<file path="src/rtl/ev_pedal_pkg.sv">
// ev_pedal_pkg: shared types and constants for the accelerator/brake nibble bus transmitter.
package ev_pedal_pkg;
  typedef enum logic {IDLE, RUN} state_t;
  localparam logic [3:0] DEFAULT_ACCEL = 4'd8;
  localparam logic [3:0] DEFAULT_BRAKE = 4'd3;
  localparam logic [3:0] CHECK_SEED = 4'hA;
  function automatic int phase_w(input int slot_len);
    return $clog2(2 * slot_len);
  endfunction
endpackage

</file>
<file path="src/rtl/ev_slot_timer.sv">
// ev_slot_timer: frame phase counter, last-phase flag, frame_start and completed-frame count.
module ev_slot_timer import ev_pedal_pkg::*; #(
  parameter int SLOT_LEN = 4,
  localparam int PW = phase_w(SLOT_LEN)
) (
  input  logic          clk,
  input  logic          rst,
  input  logic          i_run,
  input  logic          i_run_n,
  output logic [PW-1:0] o_phase_n,
  output logic          o_last,
  output logic          o_frame_start,
  output logic [7:0]    o_frames_sent
);
  localparam logic [PW-1:0] LAST = PW'(2 * SLOT_LEN - 1);
  logic [PW-1:0] r_phase;
  logic [7:0] r_frames;
  assign o_last = i_run && r_phase == LAST;
  assign o_frame_start = i_run && r_phase == '0;
  // phase restarts at 0 on entry to RUN and is held at 0 outside RUN
  assign o_phase_n = (i_run_n && i_run && !o_last) ? r_phase + PW'(1) : '0;
  assign o_frames_sent = r_frames;
  always_ff @(posedge clk) begin
    if (rst) begin
      r_phase <= '0;
      r_frames <= '0;
    end else begin
      r_phase <= o_phase_n;
      r_frames <= r_frames + {7'd0, o_last};
    end
  end
endmodule

</file>
<file path="src/rtl/ev_pedal_bus_tx.sv">
// ev_pedal_bus_tx: serializes accel/brake pairs onto a 4-bit time-multiplexed bus with keep-alive.
// Define PEDAL_CHECK_EN to replace the final brake-slot cycle with a check nibble.
module ev_pedal_bus_tx import ev_pedal_pkg::*; #(
  parameter int SLOT_LEN = 4,
  parameter logic [3:0] DEFAULT_ACCEL = ev_pedal_pkg::DEFAULT_ACCEL,
  parameter logic [3:0] DEFAULT_BRAKE = ev_pedal_pkg::DEFAULT_BRAKE
) (
  input  logic       clk,
  input  logic       rst,
  input  logic       enable,
  input  logic       in_valid,
  output logic       in_ready,
  input  logic [3:0] accel_in,
  input  logic [3:0] brake_in,
  output logic [3:0] bus_out,
  output logic       bus_oe,
  output logic       frame_start,
  output logic       busy,
  output logic [7:0] frames_sent
);
  localparam int PW = phase_w(SLOT_LEN);
  localparam logic [PW-1:0] LAST = PW'(2 * SLOT_LEN - 1);
  localparam logic [PW-1:0] SLOT = PW'(SLOT_LEN);
  state_t r_state, w_state_n;
  logic [3:0] r_acc, r_brk, r_pacc, r_pbrk, w_acc_n, w_brk_n, w_tail, w_bus_n;
  logic [PW-1:0] w_phase_n;
  logic r_busy, w_last, w_accept, w_load;
  always_comb w_state_n = enable ? RUN : IDLE;
  ev_slot_timer #(.SLOT_LEN(SLOT_LEN)) u_timer (
    .clk           (clk),
    .rst           (rst),
    .i_run         (r_state == RUN),
    .i_run_n       (w_state_n == RUN),
    .o_phase_n     (w_phase_n),
    .o_last        (w_last),
    .o_frame_start (frame_start),
    .o_frames_sent (frames_sent)
  );
  assign busy = r_busy;
  assign in_ready = !r_busy || w_last;
  assign w_accept = in_valid && in_ready;
  // pending moves into the frame at a frame boundary or on entry to RUN
  assign w_load = r_busy && (w_last || (r_state == IDLE && enable));
  assign w_acc_n = w_load ? r_pacc : r_acc;
  assign w_brk_n = w_load ? r_pbrk : r_brk;
`ifdef PEDAL_CHECK_EN
  assign w_tail = (w_phase_n == LAST) ? (w_acc_n ^ w_brk_n ^ CHECK_SEED) : w_brk_n;
`else
  assign w_tail = w_brk_n;
`endif
  // bus is built from next-cycle state so it comes straight off flops
  assign w_bus_n = (w_state_n != RUN) ? 4'd0 : (w_phase_n < SLOT) ? w_acc_n : w_tail;
  always_ff @(posedge clk) begin
    if (rst) begin
      r_state <= IDLE;
      r_acc <= DEFAULT_ACCEL;
      r_brk <= DEFAULT_BRAKE;
      r_pacc <= '0;
      r_pbrk <= '0;
      r_busy <= 1'b0;
      bus_out <= '0;
      bus_oe <= 1'b0;
    end else begin
      r_state <= w_state_n;
      r_acc <= w_acc_n;
      r_brk <= w_brk_n;
      r_busy <= w_accept || (r_busy && !w_load);
      if (w_accept) begin
        r_pacc <= accel_in;
        r_pbrk <= brake_in;
      end
      bus_out <= w_bus_n;
      bus_oe <= w_state_n == RUN;
    end
  end
endmodule

</file>
<file path="config.mk">
export PLATFORM = sky130hd
export DESIGN_NAME = ev_pedal_bus_tx
export DESIGN_NICKNAME = d
export VERILOG_FILES = /design/src/rtl/ev_pedal_pkg.sv /design/src/rtl/ev_slot_timer.sv /design/src/rtl/ev_pedal_bus_tx.sv
export SDC_FILE = /design/constraint.sdc
export NUM_CORES = 1
export LEC_CHECK = 0
export CAP_MARGIN = 0
export CORE_MARGIN = 2
export CORE_UTILIZATION = 53
export CTS_BUF_LIST = sky130_fd_sc_hd__clkbuf_4 sky130_fd_sc_hd__clkbuf_8
export CTS_CLUSTER_SIZE = 30
export DETAILED_ROUTE_END_ITERATION = 7
export GPL_TIMING_DRIVEN = 0
export PLACE_DENSITY = 0.81
export RECOVER_POWER = 100
export SLEW_MARGIN = 40
export SYNTH_ARGS = -nofsm -noshare
export SYNTH_HDL_FRONTEND = slang
export SYNTH_HIERARCHICAL = 1
export SYNTH_SLANG_ARGS = --single-unit
</file>
<file path="constraint.sdc">
create_clock -name clk -period 2.4 [get_ports clk]
set_input_delay 0.36 -clock clk [delete_from_list [all_inputs] [get_ports clk]]
set_output_delay 0.36 -clock clk [all_outputs]
set_load 0.02 [all_outputs]
</file>
Word level (Yosys, flattened, before mapping)
Cells that the tools add are included.
Widths: inputs -> output; s select.
{"block": "word_totals", "in_bits": 12, "output_inout_bits": 16, "ff_bits": 33}
{"block": "op_classes", "muxes": 5, "eq_ne": 1, "n_reduce_logical": 16, "order_cmp": 1, "add_sub_neg": 2, "bitwise_logic": 2}
{"operator": "$mux 4", "count": 3}
{"operator": "$add 8x1->8", "count": 1}
{"operator": "$logic_and 1x1->1", "count": 8}
{"operator": "$add 3x1->3 const B", "count": 1}
{"operator": "$eq 3x3->1 const B", "count": 1}
{"operator": "$logic_not 1->1", "count": 3}
{"operator": "$logic_not 3->1", "count": 1}
{"operator": "$logic_or 1x1->1", "count": 3}
{"operator": "$lt 3x3->1 const B", "count": 1}
{"operator": "$mux 3", "count": 1}
{"operator": "$not 1->1", "count": 2}
{"operator": "$reduce_or 2->1", "count": 1}
{"operator": "$mux 1", "count": 1}

Depth between registers and ports, before layout
Gate-level depths: netlist of run 1.
{"block": "logic_depth", "depth_word": 7, "depth_mapped": 8}

Cells and area by module
The synthesis of run 1 kept the hierarchy.
{"module": "ev_pedal_bus_tx", "instances": 1, "area_per_inst_um2": 1007.2, "cells_per_inst": 101}
{"module": "ev_slot_timer", "instances": 1, "area_per_inst_um2": 490.5, "cells_per_inst": 53}

Worst setup path after synthesis of run 1
No wires, ideal clock.
{"block": "synth_timing", "path_kind": "register to register", "start": "reg u_timer.r_phase[0]", "end": "reg u_timer.r_frames[6] (netlist: u_timer/o_frames_sent[6])", "required_time_ps": 2329, "stages_incl_launch_ff": 9, "path_buffers": 0, "arrival_ps": 1874, "setup_slack_ps": 455, "path_cell_list": "dfxtp_1 -> ha_1 -> ha_1 -> and2_1 -> ha_1 -> ha_1 -> nand2_1 -> or3_1 -> a21oi_1"}
{"block": "synth_via", "elab_chain_len": 3}
{"item": "start, declared", "line_no": "ev_slot_timer.sv:16", "rtl": "logic [PW-1:0] r_phase;"}
{"item": "start signal, assigned", "line_no": "ev_slot_timer.sv:28", "rtl": "r_phase <= o_phase_n;"}
{"item": "$eq 3x3->1", "line_no": "ev_slot_timer.sv:18", "rtl": "assign o_last = i_run && r_phase == LAST;"}
{"item": "$logic_and 1x1->1", "line_no": "ev_slot_timer.sv:18"}
{"item": "net w_last", "line_no": "ev_pedal_bus_tx.sv:27", "rtl": "logic r_busy, w_last, w_accept, w_load;"}
{"item": "$add 8x1->8", "line_no": "ev_slot_timer.sv:29", "rtl": "r_frames <= r_frames + {7'd0, o_last};"}
{"item": "end signal, assigned", "line_no": "ev_slot_timer.sv:29"}
{"item": "end, declared", "line_no": "ev_slot_timer.sv:17", "rtl": "logic [7:0] r_frames;"}
The timed path passes the listed nets, and every way through them passes these cells.
A chain may end at the register's enable or synchronous reset.

Final worst setup path of run 1
{"block": "layout_timing", "start": "reg u_timer.r_phase[0]", "end": "out in_ready"}
{"block": "layout_via", "elab_chain_len": 3}
{"item": "$eq 3x3->1", "line_no": "ev_slot_timer.sv:18"}
{"item": "$logic_and 1x1->1", "line_no": "ev_slot_timer.sv:18"}
{"item": "net w_last", "line_no": "ev_pedal_bus_tx.sv:27"}
{"item": "$logic_or 1x1->1", "line_no": "ev_pedal_bus_tx.sv:40", "rtl": "assign in_ready = !r_busy || w_last;"}
{"item": "end, declared", "line_no": "ev_pedal_bus_tx.sv:12", "rtl": "output logic in_ready,"}
The timed path passes the listed nets, and every way through them passes these cells.

==> impl_metrics.json, run 1 <==
{
  "number_of_buffers_created_by_cts": 5,
  "antenna_left": 0,
  "vias_per_cell": 5.63,
  "vdd_ir_drop_max_mv": 0.490,
  "timing_worst_slew_pin_value_ns": 0.690,
  "routabilityCongestion": 0.826,
  "cellPowerDensity_nw_per_um2": 568,
  "core_um2": 2710,
  "placedInstanceArea_um2": 1790,
  "hold_viol_final": 0,
  "r2r_setup_slack_ns": 0.15,
  "post_synthesis_to_final_layout_area_growth_pct": 23.0,
  "first_global_vias": 1163,
  "worstSetupStartpointType": "flip-flop",
  "number_of_antenna_violations_at_the_first_check_in_global_routing": 0,
  "cts_hold_buf": 0,
  "cellLeakagePower_nw": 0.759,
  "clock_path_buffers": 2,
  "avgSynthCellArea_um2": 9.76,
  "overall_via_count_from_detail_route": 1227,
  "yosys_synthesis_warning_count": 6,
  "cts_tree": "built",
  "syn-cell-area_um2": 1490,
  "post-route-util_pct": 67.8,
  "timing_worst_setup_path_type": "flip-flop to output pin",
  "outcome": "completed",
  "total_nets_after_synthesis": 170,
  "worstPathMaxFanout": 9,
  "fin_crit_sh_pct": 95.1,
  "grt_usage_pct": 20.7,
  "timing.hold.worst_path_depth": 3,
  "htreeDepth": 2,
  "grt_setup_unrepaired": "false",
  "area_taken_by_flip_flops_and_latches_um2": 661,
  "final.fill_count": 230,
  "die_area_um2": 3260,
  "detail_route.wl_per_cell_um": 14.4,
  "r2r_start": "u_timer/r_phase[0]$_SDFF_PP0_",
  "sink_count_of_the_clock_tree": 33,
  "timing.final.crit_period_ns": 2.28,
  "drt-total-wl_um": 3130,
  "clkSlewWorstSetupHoldPaths_ns": 0.10,
  "setup.worst_path.end_class": "output pin",
  "stdcell_count": 218,
  "crit_arrival_ns": 1.92,
  "first_pass_iters": 4,
  "detailedPlacementHpwl_um": 2290,
  "clock_insertion_delay_worst_skew_ns": 0.34,
  "hold_path_startpoint": "in_valid",
  "grt.overflow.total": 0,
  "post_route_cells_drive_above_1_share_pct": 10.2,
  "grt_pass1_wl_um": 5210,
  "cts_resized": 2,
  "number_of_antenna_cells_inserted": 0,
  "ctsRootBufferMaster": "sky130_fd_sc_hd__clkbuf_4",
  "number_of_nets_at_the_end_of_the_flow": 203,
  "max_slew_margin_pct": 54.0,
  "timing.final.setup_violations": 0,
  "grt_max_degree": 11,
  "core.rowCount": 19,
  "finalSetupTns_ns": 0,
  "route.detailed.drc": 0,
  "whs_endpoint": "r_pacc[2]$_SDFFE_PP0P_",
  "timing.clock.skew_ns": 0.00934,
  "final_common_cell": "sky130_fd_sc_hd__dfxtp_1",
  "placement.io_buffers": 26,
  "dp.cells": 210,
  "number_of_max_slew_violations_in_the_final_report": 0,
  "reg2reg_depth": 7,
  "drv.max_cap_violation_count": 0,
  "power.total_mw": 1.04,
  "final_area_um2": 1840,
  "achievable-frequency_ghz": 0.438,
  "cts_setup_buffers": 0,
  "worst_ep_required_time_ns": 2.04,
  "synthCells": 153,
  "die-height_um": 57.1,
  "design.portCount": 28,
  "worst_hold_path_type": "input pin to flip-flop",
  "regToRegEndpoint": "bus_out[3]$_SDFF_PP0_",
  "starting_density_pct": 55.1,
  "multi_input_comb_area_um2": 757,
  "layout.cells.most_common_list": "sky130_fd_sc_hd__dfxtp_1 (33), sky130_fd_sc_hd__dlygate4sd3_1 (16), sky130_fd_sc_hd__mux2i_1 (12)",
  "die_w_um": 57.1,
  "detailedRoute.firstIterationViolations": 35
}
-- final cells by class --
| class | count | area share, % |
|---|---|---|
| flip-flops and latches | 33 | 35.9 |
| multi-input cells | 108 | 41.2 |
| repair buffers | 26 | 14.1 |
| clock buffers | 7 | 3.54 |
| inverters | 4 | 0.817 |
| plain buffers | 8 | 2.04 |
| clock inverters | 1 | 0.272 |
| well taps | 31 | 2.11 |
-- sequential cells by signal, summed over array words and instances (netlist names) --
register,flops
bus_out,4
busy,1
r_state,1
u_timer/r_phase,3
u_timer/o_frames_sent,8
r_brk,4
r_acc,4
r_pbrk,4
r_pacc,4
-- metal layers --
layer  part of all wire, %  vias up  routed length [um]  global-route usage (%)
li1                      -      601                   -                       -
met1                    44      587                1380                    26.2
met2                    49       34                1530                    34.0
met3                   5.6        5                 174                    6.80
met4                   1.4        0                  44                    5.98
met5                     0        -                   0                       0
-- stage by stage --
step / setup WS (ns) / hold slack [ns]
after floorplan: 0.478 / 0.427
after global placement: 0.179 / 0.449
after detailed placement: 0.158 / 0.456
after CTS: 0.101 / 0.305
after global routing: 0.0529 / 0.307
final: 0.117 / 0.309
-- worst max path at each step --
stage / from / end / slack, ns
2_1_floorplan: u_timer/r_phase[0]$_SDFF_PP0_ / u_timer/o_frames_sent[6]$_SDFF_PP0_ / 0.48
3_3_place_gp: u_timer/r_phase[0]$_SDFF_PP0_ / in_ready / 0.18
3_5_place_dp: u_timer/r_phase[0]$_SDFF_PP0_ / in_ready / 0.16
4_1_cts: u_timer/r_phase[0]$_SDFF_PP0_ / in_ready / 0.10
5_1_grt: u_timer/r_phase[0]$_SDFF_PP0_ / in_ready / 0.05
6_report: u_timer/r_phase[0]$_SDFF_PP0_ / in_ready / 0.12
-- where the power goes --
part	internal (mW)	leakage, nW	total (mW)	switching [mW]
Clock	0.170	0.0413	0.356	0.187
Sequential	0.565	0.269	0.578	0.0133
Combinational	0.0532	0.449	0.110	0.0566
Total	0.787	0.759	1.04	0.256
-- worst max-delay path: stages, from the launching register on --
cell and delay, ns:
sky130_fd_sc_hd__dfxtp_1 0.34, sky130_fd_sc_hd__ha_1 0.20, sky130_fd_sc_hd__ha_1 0.20, sky130_fd_sc_hd__and2_2 0.28, sky130_fd_sc_hd__nor2b_4 0.14, sky130_fd_sc_hd__inv_2 0.09
sky130_fd_sc_hd__dlygate4sd2_1 0.33
Note: power is estimated with default switching activity, not from simulation.
==> run 2, diff against run 1 <==
==> constraint.sdc (replaced) <==
create_clock -name clk -period 2.4 [get_ports clk]
set_input_delay 0.36 -clock clk [delete_from_list [all_inputs] [get_ports clk]]
set_output_delay 0.36 -clock clk [all_outputs]
set_load 0.05 [all_outputs]
==> impl_metrics.json, run 2 (synthesis results as in run 1) <==
{
  "outcome": "completed",
  "largest_stage_delay_worst_path_ns": 0.34,
  "fin_crit_sh_pct": 95.8,
  "timing_worst_setup_path_type": "flip-flop to output pin",
  "area_taken_by_flip_flops_and_latches_um2": 661,
  "grt_pass1_wl_um": 5210,
  "multi_input_comb_area_um2": 757,
  "die-height_um": 57.1,
  "core_um2": 2710,
  "number_of_buffers_created_by_cts": 5,
  "cts_tree": "built",
  "worstSetupStartpointType": "flip-flop",
  "crit_arrival_ns": 1.94,
  "cp_top_family": "buffers and inverters",
  "die_area_um2": 3260,
  "route.detailed.drc": 0,
  "core.rowCount": 19,
  "crit_path_top_delay_cell": "sky130_fd_sc_hd__dfxtp_1",
  "cellPowerDensity_nw_per_um2": 576,
  "detailedPlacementHpwl_um": 2290,
  "timing.final.ws_setup_ns": 0.102,
  "worst_hold_path_type": "input pin to flip-flop",
  "timing_worst_slew_pin_value_ns": 0.690,
  "number_of_antenna_violations_at_the_first_check_in_global_routing": 0,
  "htreeDepth": 2,
  "cellLeakagePower_nw": 0.760,
  "first_global_vias": 1163,
  "drv.max_cap_violation_count": 0,
  "hold_viol_final": 0,
  "drt-total-wl_um": 3140,
  "largest_register_ff_count": 8,
  "path_common_cell": "sky130_fd_sc_hd__ha_1",
  "timing.final.crit_period_ns": 2.30,
  "timing.final.setup_violations": 0,
  "clock_insertion_delay_worst_skew_ns": 0.34,
  "number_of_antenna_cells_inserted": 0,
  "post-place-ws_ns": -0.0411,
  "grt_setup_unrepaired": "false",
  "detail_route.wl_per_cell_um": 14.4,
  "post_route_cells_drive_above_1_share_pct": 10.7,
  "detailedRoute.firstIterationViolations": 35,
  "setup.worst_path.end_class": "output pin",
  "achievable-frequency_ghz": 0.435,
  "cp_cell_sequence": "ha_1 -> ha_1 -> and2_2 -> nor2b_4 -> inv_2 -> clkdlybuf4s15_2",
  "clock_path_buffers": 2,
  "number_of_nets_at_the_end_of_the_flow": 203,
  "critical_path.n_buffers_inverters": 2,
  "sink_count_of_the_clock_tree": 33,
  "worst_ep_required_time_ns": 2.04,
  "clkSlewWorstSetupHoldPaths_ns": 0.10,
  "cts_setup_buffers": 0,
  "routabilityCongestion": 0.826,
  "starting_density_pct": 55.1,
  "timing.clock.skew_ns": 0.00934,
  "die_w_um": 57.1,
  "design.portCount": 28,
  "cts_hold_buf": 0,
  "final.hold.worst_slack_ns": 0.309,
  "layout.cells.most_common_list": "sky130_fd_sc_hd__dfxtp_1 (33), sky130_fd_sc_hd__dlygate4sd3_1 (16), sky130_fd_sc_hd__mux2i_1 (12)",
  "vias_per_cell": 5.63,
  "final.fill_count": 229,
  "final_common_cell": "sky130_fd_sc_hd__dfxtp_1",
  "antenna_left": 0,
  "grt_max_degree": 11,
  "ctsRootBufferMaster": "sky130_fd_sc_hd__clkbuf_4",
  "worstPathMaxFanout": 9,
  "overall_via_count_from_detail_route": 1227,
  "grt.overflow.total": 0,
  "placement.io_buffers": 26,
  "grt_usage_pct": 20.7,
  "post_synthesis_to_final_layout_area_growth_pct": 23.2,
  "max_slew_margin_pct": 54.0,
  "vdd_ir_drop_max_mv": 0.492,
  "first_pass_iters": 4,
  "number_of_max_slew_violations_in_the_final_report": 0
}
==> run 2: cell count changes in the layout (fill, tap and decap cells not counted), sizes merged <==
cell,change
clkdlybuf4s15,+1
dlygate4sd2,-1
==> run 2: path summary, 6_finish.rpt <==
kind                            cells after the start                          start  slack, ns                       endpoint
worst max register to register                      7  u_timer/r_phase[0]$_SDFF_PP0_       0.15          bus_out[3]$_SDFF_PP0_
worst min register to register                      1  u_timer/r_phase[0]$_SDFF_PP0_       0.47  u_timer/r_phase[0]$_SDFF_PP0_
worst min-delay path                                3                       in_valid       0.31         r_pacc[2]$_SDFFE_PP0P_
worst max-delay path                                6  u_timer/r_phase[0]$_SDFF_PP0_       0.10                       in_ready
==> run 2: tightest hold or removal path, stage by stage <==
cell and delay, ns:
sky130_fd_sc_hd__buf_6 0.12, sky130_fd_sc_hd__nand3_1 0.07, sky130_fd_sc_hd__a21oi_1 0.05
==> run 2: per-stage QoR <==
step	power [mW]	std cells	instance area (um^2)	utilization (%)	setup TNS, ns
3_3_place_gp	0.718	210	1790	66.2	-0.0207
4_1_cts	1.08	218	1870	68.8	0
2_1_floorplan	0.675	153	1490	-	0
6_report	1.06	218	1840	67.9	0
5_1_grt	1.10	218	1840	67.9	0
3_5_place_dp	0.722	210	1790	66.2	-0.0411
==> run 2: report_power, final <==
group	switching [mW]	internal (mW)	total [mW]
Combinational	0.0720	0.0537	0.126
Sequential	0.0133	0.565	0.578
Clock	0.187	0.170	0.356
==> run 2: repair_timing <==
item / in CTS / in global routing
endpoints found under the hold margin: 0 / 0
setup endpoints to repair: 1 / 0
gates resized for setup: 4 / 0
==> run 2: per-layer routing <==
metal	routed length (um)	track usage [%]
met1	1380	26.2
met2	1530	34.0
met3	174	6.80
met4	44	5.98
met5	0	0
==> run 2: layout make-up <==
class,instances,area share [%]
inverter,4,0.816
sequential,33,35.9
multi-input combinational,108,41.1
tap,31,2.11
clock buffer,7,3.54
clock inverter,1,0.272
buffer,8,2.04
timing repair buffer,26,14.2
==> run 3, diff against run 2 <==
- CTS_CLUSTER_DIAMETER: default -> 60
- SKIP_LAST_GASP: default -> 1
==> results of run 3 <==
Final layout, timing and power as in run 2 (identical DEF).
